--- src/rtl/disp_pkg.sv ---
// disp_pkg: shared FSM type, default 1080p60 raster and sizing helper for the display window driver
package disp_pkg;
   typedef enum logic [1:0] {IDLE, WAIT, RUN, DRAIN} state_t;
   localparam int DEF_H_TOTAL = 2200;
   localparam int DEF_H_SYNC  = 44;
   localparam int DEF_H_BP    = 148;
   localparam int DEF_H_ACT   = 1920;
   localparam int DEF_V_TOTAL = 1125;
   localparam int DEF_V_SYNC  = 5;
   localparam int DEF_V_BP    = 36;
   localparam int DEF_V_ACT   = 1080;
   localparam int H_ACT_START = DEF_H_SYNC + DEF_H_BP;
   localparam int V_ACT_START = DEF_V_SYNC + DEF_V_BP;
   function automatic int clog2(input int n);
      int r;
      r = 1;
      while ((1 << r) < n) r++;
      return r;
   endfunction
endpackage

--- src/rtl/disp_timing_gen.sv ---
// disp_timing_gen: raster h/v counters with sync, active area, active-relative coordinates and frame/line strobes
module disp_timing_gen
   import disp_pkg::*;
#(
   parameter int H_TOTAL    = DEF_H_TOTAL,
   parameter int H_SYNC     = DEF_H_SYNC,
   parameter int H_BP       = DEF_H_BP,
   parameter int H_ACT      = DEF_H_ACT,
   parameter bit H_SYNC_POL = 1'b1,
   parameter int V_TOTAL    = DEF_V_TOTAL,
   parameter int V_SYNC     = DEF_V_SYNC,
   parameter int V_BP       = DEF_V_BP,
   parameter int V_ACT      = DEF_V_ACT,
   parameter bit V_SYNC_POL = 1'b1,
   parameter int CW         = 12
) (
   input  logic          pixel_clock,
   input  logic          reset_n,
   output logic          hsync,
   output logic          vsync,
   output logic          active,
   output logic [CW-1:0] px,
   output logic [CW-1:0] py,
   output logic          frame_start,
   output logic          line_start
);
   localparam int HW    = clog2(H_TOTAL);
   localparam int VW    = clog2(V_TOTAL);
   localparam int H_BEG = H_SYNC + H_BP;
   localparam int V_BEG = V_SYNC + V_BP;
   logic [HW-1:0] h;
   logic [VW-1:0] v;
   logic          h_act;
   logic          v_act;
   always_ff @(posedge pixel_clock or negedge reset_n)
      if (!reset_n) begin
         h <= '0;
         v <= '0;
      end else begin
         h <= (h == HW'(H_TOTAL - 1)) ? '0 : h + 1'b1;
         if (h == HW'(H_TOTAL - 1)) v <= (v == VW'(V_TOTAL - 1)) ? '0 : v + 1'b1;
      end
   always_comb begin
      h_act       = (int'(h) >= H_BEG) && (int'(h) < H_BEG + H_ACT);
      v_act       = (int'(v) >= V_BEG) && (int'(v) < V_BEG + V_ACT);
      hsync       = (int'(h) < H_SYNC) ? H_SYNC_POL : ~H_SYNC_POL;
      vsync       = (int'(v) < V_SYNC) ? V_SYNC_POL : ~V_SYNC_POL;
      active      = h_act && v_act;
      px          = CW'(int'(h) - H_BEG);
      py          = CW'(int'(v) - V_BEG);
      frame_start = (h == '0) && (v == '0);
      line_start  = (h == '0) && v_act;
   end
endmodule

--- src/rtl/disp_window_driver.sv ---
// disp_window_driver: scan-out driver placing a FIFO-fed window in the raster, padding with background colour.
// Optional per-frame underflow statistics counter enabled by defining DISP_UNDERFLOW_STAT_EN.
module disp_window_driver
   import disp_pkg::*;
#(
   parameter int FIFO_DW    = 32,
   parameter int PIX_W      = 24,
   parameter int RD_LAT     = 1,
   parameter int H_TOTAL    = DEF_H_TOTAL,
   parameter int H_SYNC     = DEF_H_SYNC,
   parameter int H_BP       = DEF_H_BP,
   parameter int H_ACT      = DEF_H_ACT,
   parameter bit H_SYNC_POL = 1'b1,
   parameter int V_TOTAL    = DEF_V_TOTAL,
   parameter int V_SYNC     = DEF_V_SYNC,
   parameter int V_BP       = DEF_V_BP,
   parameter int V_ACT      = DEF_V_ACT,
   parameter bit V_SYNC_POL = 1'b1,
   parameter int CW         = 12
) (
   input  logic               pixel_clock,
   input  logic               reset_n,
   input  logic [CW-1:0]      win_x,
   input  logic [CW-1:0]      win_y,
   input  logic [CW-1:0]      win_w,
   input  logic [CW-1:0]      win_h,
   input  logic [PIX_W-1:0]   bg_color,
   output logic               rd_load,
   output logic               rdfifo_rden,
   input  logic               rdfifo_empty,
   input  logic [FIFO_DW-1:0] rdfifo_dout,
   output logic               video_hsync,
   output logic               video_vsync,
   output logic               video_den,
   output logic               video_line_start,
   output logic [PIX_W-1:0]   video_pixel,
   output logic               underflow
`ifdef DISP_UNDERFLOW_STAT_EN
   ,
   output logic [15:0]        underflow_cnt
`endif
);
   localparam int PW = PIX_W + 5;
   localparam logic [PW-1:0] PIPE_RST = {~H_SYNC_POL, ~V_SYNC_POL, 3'b000, {PIX_W{1'b0}}};
   logic             hsync;
   logic             vsync;
   logic             active;
   logic             frame_start;
   logic             line_start;
   logic [CW-1:0]    px;
   logic [CW-1:0]    py;
   logic [CW-1:0]    sx;
   logic [CW-1:0]    sy;
   logic [CW-1:0]    sw;
   logic [CW-1:0]    sh;
   logic [PIX_W-1:0] sbg;
   logic [CW:0]      x_end;
   logic [CW:0]      y_end;
   logic             in_win;
   logic             set_uf;
   logic             den_d;
   logic             sel_d;
   logic [PIX_W-1:0] bg_d;
   logic [PW-1:0]    pipe [RD_LAT];
   logic             unused_dout;
   state_t           state;
   state_t           state_nx;

   disp_timing_gen #(
      .H_TOTAL(H_TOTAL), .H_SYNC(H_SYNC), .H_BP(H_BP), .H_ACT(H_ACT), .H_SYNC_POL(H_SYNC_POL),
      .V_TOTAL(V_TOTAL), .V_SYNC(V_SYNC), .V_BP(V_BP), .V_ACT(V_ACT), .V_SYNC_POL(V_SYNC_POL),
      .CW(CW)
   ) u_timing (
      .pixel_clock (pixel_clock),
      .reset_n     (reset_n),
      .hsync       (hsync),
      .vsync       (vsync),
      .active      (active),
      .px          (px),
      .py          (py),
      .frame_start (frame_start),
      .line_start  (line_start)
   );

   // window geometry and colour only change at frame start so a frame is never torn
   always_ff @(posedge pixel_clock or negedge reset_n)
      if (!reset_n) begin
         {sx, sy, sw, sh} <= '0;
         sbg              <= '0;
         rd_load          <= 1'b0;
      end else begin
         if (frame_start) {sx, sy, sw, sh, sbg} <= {win_x, win_y, win_w, win_h, bg_color};
         rd_load <= frame_start;
      end

   assign x_end  = {1'b0, sx} + {1'b0, sw};
   assign y_end  = {1'b0, sy} + {1'b0, sh};
   assign in_win = active && (px >= sx) && ({1'b0, px} < x_end) && (py >= sy) && ({1'b0, py} < y_end);

   always_ff @(posedge pixel_clock or negedge reset_n)
      if (!reset_n) state <= IDLE;
      else state <= state_nx;

   always_comb begin
      state_nx = state;
      case (state)
         IDLE:    if (rd_load) state_nx = WAIT;
         WAIT:    if (frame_start) state_nx = RUN;
         RUN:     if (in_win && rdfifo_empty) state_nx = DRAIN;
         DRAIN:   if (frame_start) state_nx = RUN;
         default: state_nx = IDLE;
      endcase
   end

   always_comb begin
      rdfifo_rden = (state == RUN) && in_win && !rdfifo_empty;
      set_uf      = (state == RUN) && in_win && rdfifo_empty;
   end

   always_ff @(posedge pixel_clock or negedge reset_n)
      if (!reset_n) underflow <= 1'b0;
      else if (rd_load) underflow <= 1'b0;
      else if (set_uf) underflow <= 1'b1;

`ifdef DISP_UNDERFLOW_STAT_EN
   always_ff @(posedge pixel_clock or negedge reset_n)
      if (!reset_n) underflow_cnt <= '0;
      else if (rd_load && underflow && underflow_cnt != 16'hFFFF) underflow_cnt <= underflow_cnt + 16'd1;
`endif

   // timing and the read/background choice travel alongside the FIFO read latency
   always_ff @(posedge pixel_clock or negedge reset_n)
      if (!reset_n) begin
         for (int i = 0; i < RD_LAT; i++) pipe[i] <= PIPE_RST;
      end else begin
         pipe[0] <= {hsync, vsync, active, line_start, rdfifo_rden, sbg};
         for (int i = 1; i < RD_LAT; i++) pipe[i] <= pipe[i-1];
      end

   assign {video_hsync, video_vsync, den_d, video_line_start, sel_d, bg_d} = pipe[RD_LAT-1];
   assign video_den   = den_d;
   assign video_pixel = !den_d ? '0 : sel_d ? rdfifo_dout[FIFO_DW-1 -: PIX_W] : bg_d;
   assign unused_dout = ^rdfifo_dout;
endmodule

--- config.mk ---
export PLATFORM = sky130hd
export DESIGN_NAME = disp_window_driver
export DESIGN_NICKNAME = d
export VERILOG_FILES = /design/src/rtl/disp_pkg.sv /design/src/rtl/disp_timing_gen.sv /design/src/rtl/disp_window_driver.sv
export SDC_FILE = /design/constraint.sdc
export NUM_CORES = 1
export LEC_CHECK = 0
export ABC_AREA = 1
export BUFFER_PORTS_ARGS = -buffer_cell sky130_fd_sc_hd__buf_2
export CORE_MARGIN = 2
export CORE_UTILIZATION = 30
export CTS_BUF_LIST = sky130_fd_sc_hd__clkbuf_4 sky130_fd_sc_hd__clkbuf_8
export CTS_CLUSTER_SIZE = 25
export DETAILED_ROUTE_END_ITERATION = 7
export PLACE_DENSITY = 0.48
export SLEW_MARGIN = 20
export SYNTH_ARGS = -nofsm -noshare
export SYNTH_HDL_FRONTEND = slang
export SYNTH_SLANG_ARGS = --single-unit
--- constraint.sdc ---
create_clock -name pixel_clock -period 4.3 [get_ports pixel_clock]
set_input_delay 0.86 -clock pixel_clock [delete_from_list [all_inputs] [get_ports pixel_clock]]
set_output_delay 0.86 -clock pixel_clock [all_outputs]
set_load 0.05 [all_outputs]
==> impl_summary.txt <==
----------------------------------------------------
[Layout]
  Layout overhead on the synthesized area ... 24.26%
  Area occupied by multi-input gates ... 4222 µm²
  Combined flip-flop and latch cell area ... about 3200 µm²
  Net count of the finished layout ... ~1,300
  Most common cell after layout, fill and taps aside ... nand2_1
  Fraction of layout instances using a drive strength above 1 ... 21.70%
  Fillcell total ... 2,641
  # diodes ... 0
  Commonest cells after routing, fill and taps aside ... nand2_1, dfrtp_1, buf_2

[STA]
  Setup violators final ... 0
  Min setup slack post-route ... roughly 0.026 ns
  Min Clock Period, post-route ... 4.274 ns
  Unrepaired setup endpoints after global routing ... true
  Final count of pins violating max slew ... 0
  Highest clock rate ... around 0.23 GHz
  Post-Route Hold Slack ... ~0.38 ns
  Max-slew headroom at the worst pin ... about two fifths
  Clk_skew ... 0.01675 ns
  Share of the clock period used by the worst path after layout ... a little under 100%
  Total count of hold-check failures in the final report ... 0
  Measured slew at the worst slew-check pin ... 0.8913 ns
  Total negative slack for setup checks ... 0 ns

[Critical path]
  Kind of start point of the critical path ... flip-flop
  End of the worst register-to-register path ... pipe[24]
  Biggest cell delay along the critical path ... approximately 0.42 ns
  Critical Path, Cell by Cell ... ha_4 > nand2_2 > nor3_2 > nand2_1 > o211ai_1 > a31oi_2 > o21ai_1 > a21oi_1 > xor2_1 > ha_2 > nand4_1 > nand2_1 > nor2_1 > nand3_2 > nor2_4 > nand3_2 > nor2_2 > buf_6
  Reg-to-reg startpoint ... u_timing.v[1]
  Top fanout value on the critical path ... 3
  R2r worst-path depth ... 20
  Start-to-end type of the worst setup path ... flip-flop to output pin
  Data required time at the worst endpoint ... around 3.4 ns
  Reg2reg setup slack ... around 1.2 ns
  CP endpoint kind ... output pin
  Data arrival at the endpoint of the critical path ... between 3 and 4 ns
  Slowest stage cell on the critical path ... dfrtp_1

[Hold path]
  Hold Path Sink ... pipe[19]
  Worst Hold Class ... flip-flop to flip-flop
  Min-Delay Path Depth ... 0
  HP Start ... sbg[19]

[Clocking]
  Root buffer selected by CTS ... clkbuf_8
  Hold-fix buffers at CTS ... 0
  Clock transition time at the flip-flop clock pins of the worst setup and hold paths ... around 0.10 ns
  CTS tree ... built
  Clk Latency, worst-skew pair ... around 0.46 ns
  Number of clock sinks ... about 130
  Htree depth ... 4
  Buffer levels on the longest clock path ... 2
  Clock buffer count from CTS ... 17

[Route]
  First-pass DRT Iterations ... 4
  Via Count ... around 6,600
  DR WL/cell ... 13.41 µm
  Vias per std cell ... 4.497
  Total length of routed wires ... 19,690 µm
  Antenna Violating Nets Remaining ... 0
  Number of remaining DRC errors ... 0
  Iter 0 DRT Violations ... 367

[Logic synthesis]
  Distinct cell type count after synthesis ... 42
  Gate Count Post-Synth ... 971
  Sequential element share of the synthesized area ... 41.57%
  Yosys warnings ... 0
  Number of synthesized register bits ... roughly 130
  Mapped Avg Cell Area ... between 7 and 8 µm²
  Summed instance area of the synthesized netlist ... ~7700 µm²
  Synthesized net count ... around 1,200

[Die]
  FP Rows ... 58
  IO Count ... approximately 140
  Starting density of the core ... a little under a third
  Core footprint ... around 25,000 µm²
  Area of the die ... about 27,000 µm²
  Floorplan die height ... 164.3 µm
  Die Wd ... between 150 and 200 µm

[GRT]
  Maximum number of pins on one net before global-route repair ... between 90 and 100
  Global Route Usage Sum ... about 15%
  Via count of the first global-routing pass ... about 6,300
  Number of antenna violations at the first check in global routing ... 1
  Global-route wire length before repair ... 32,040 µm
  Global-route congestion overflow total ... 0

[Job]
  Reported max-cap violation count ... 0

[Pwr]
  Leak ... 0.005020 µW
  Maximum vdd drop ... 0.1519 mV
  Power density normalized to cell area ... just under 300 nW/µm²

[Placement]
  Final GP Congestion ... roughly 0.85
  Worst setup timing slack at the placement stage ... about 0.2 ns
  HPWL after detailed placement ... between 10,000 and 15,000 µm
  Port Buffer Count ... 129

[Outcome]
  Status ... completed

----------------------------------------------------
worst max-delay path, delay by kind of cell, from the launching register on:
family | cells | cell delay, ns
AOI/OAI and AO/OA | 4 | 0.60
xor gates and xnor gates | 1 | 0.17
adders and majority gates | 2 | 0.46
DFF | 1 | 0.42
and+or+nand+nor | 10 | 1.13
buffers and inverters | 1 | 0.18
flip-flops by register name (all words and copies together), names as in the netlist, 2 cells and up:
register,cells
sw,12
sy,12
state,2
sbg,24
sx,12
sh,12
u_timing.h,12
u_timing.v,11
pipe,29
power breakdown:
part	leakage, µW	total (µW)	switching, µW	internal, µW
Sequential	0.00154	1270	26.3	1250
Clock	0.000217	1140	595	549
Combinational	0.00326	429	236	193
through the flow:
step	std cells	cell area (µm²)	utilization [%]	total power [µW]
finish	1468	9574	38.02	2847
global route	1468	9574	38.02	3020
CTS	1465	9405	37.35	2871
detailed placement	1420	8762	34.80	1677
global placement	1420	8762	34.80	1671
floorplan	971	7705	-	1534
logic make-up (layout without fill, tap and decap cells):
group / Yosys count / count (layout) / synth area share (%)
xor gates and xnor gates: 36 / 36 / 4.092
and+or+nand+nor: 447 / 447 / 24.13
adders and majority gates: 82 / 82 / 13.51
AOI/OAI and AO/OA: 141 / 141 / 9.630
DFF: 128 / 128 / 41.57
buffers and inverters: 137 / 304 / 7.064
timing repair:
action                     CTS  global route
pin swaps                   21            28
buffers inserted            13             4
gates resized for setup     22            31
setup endpoints to repair    1             1
routing by layer:
layer	track usage [%]	routed length (µm)
met1	21.30	9799
met2	23.91	8801
met3	3.384	924
met4	3.230	142
met5	0	18
worst max-delay path by stage:
stage / slack (ns) / from / cells after the start / end
after floorplan: 0.36 / sx[4] / 17 / rdfifo_rden
after global placement: 0.24 / sy[2] / 18 / rdfifo_rden
after detailed placement: 0.20 / sy[2] / 18 / rdfifo_rden
after CTS: -0.10 / sh[2] / 18 / rdfifo_rden
after global routing: -0.20 / sh[6] / 18 / rdfifo_rden
final: 0.03 / sh[6] / 18 / rdfifo_rden
cell type report:
class                   count  area share (%)
well taps                 330           4.313
inverters                 115           4.509
multi-input cells         706           44.09
clock inverters            15           1.947
flip-flops and latches    128           33.46
clock buffers              17           2.444
repair buffers            157           9.239
Yosys cell counts:
master,n,area [µm²]
nand2_1,276,1036
dfrtp_1,128,3203
inv_1,111,416.7
nor2_1,95,356.6
ha_1,80,1001
o21ai_0,69,345.3
a21oi_1,56,280.3
xor2_1,32,280.3
nand3_1,31,155.2
nand4_1,16,100.1
buf_2,9,45.04
nor3_1,9,45.04
clkbuf_1,8,30.03
nor4_1,6,37.54
inv_2,4,15.01
xnor2_1,4,35.03
a31oi_1,3,18.77
buf_4,3,22.52
nor2_2,3,18.77
a211oi_1,2,15.01
a21o_1,2,15.01
fa_1,2,40.04
nand2_2,2,12.51
o21a_1,2,15.01
a21boi_0,1,7.510
a221oi_1,1,8.760
a311oi_1,1,8.760
and2_0,1,6.260
and2_1,1,6.260
and3_1,1,6.260
buf_1,1,3.750
buf_6,1,11.26
nand2_4,1,11.26
nand4_2,1,12.51
nor2_4,1,11.26
nor3_2,1,10.01
nor4_2,1,12.51
nor4_4,1,21.27
o211ai_1,1,7.510
o21ai_1,1,5.000
o21bai_1,1,7.510
o31ai_1,1,7.510
Power figures use the tool's default switching activity.
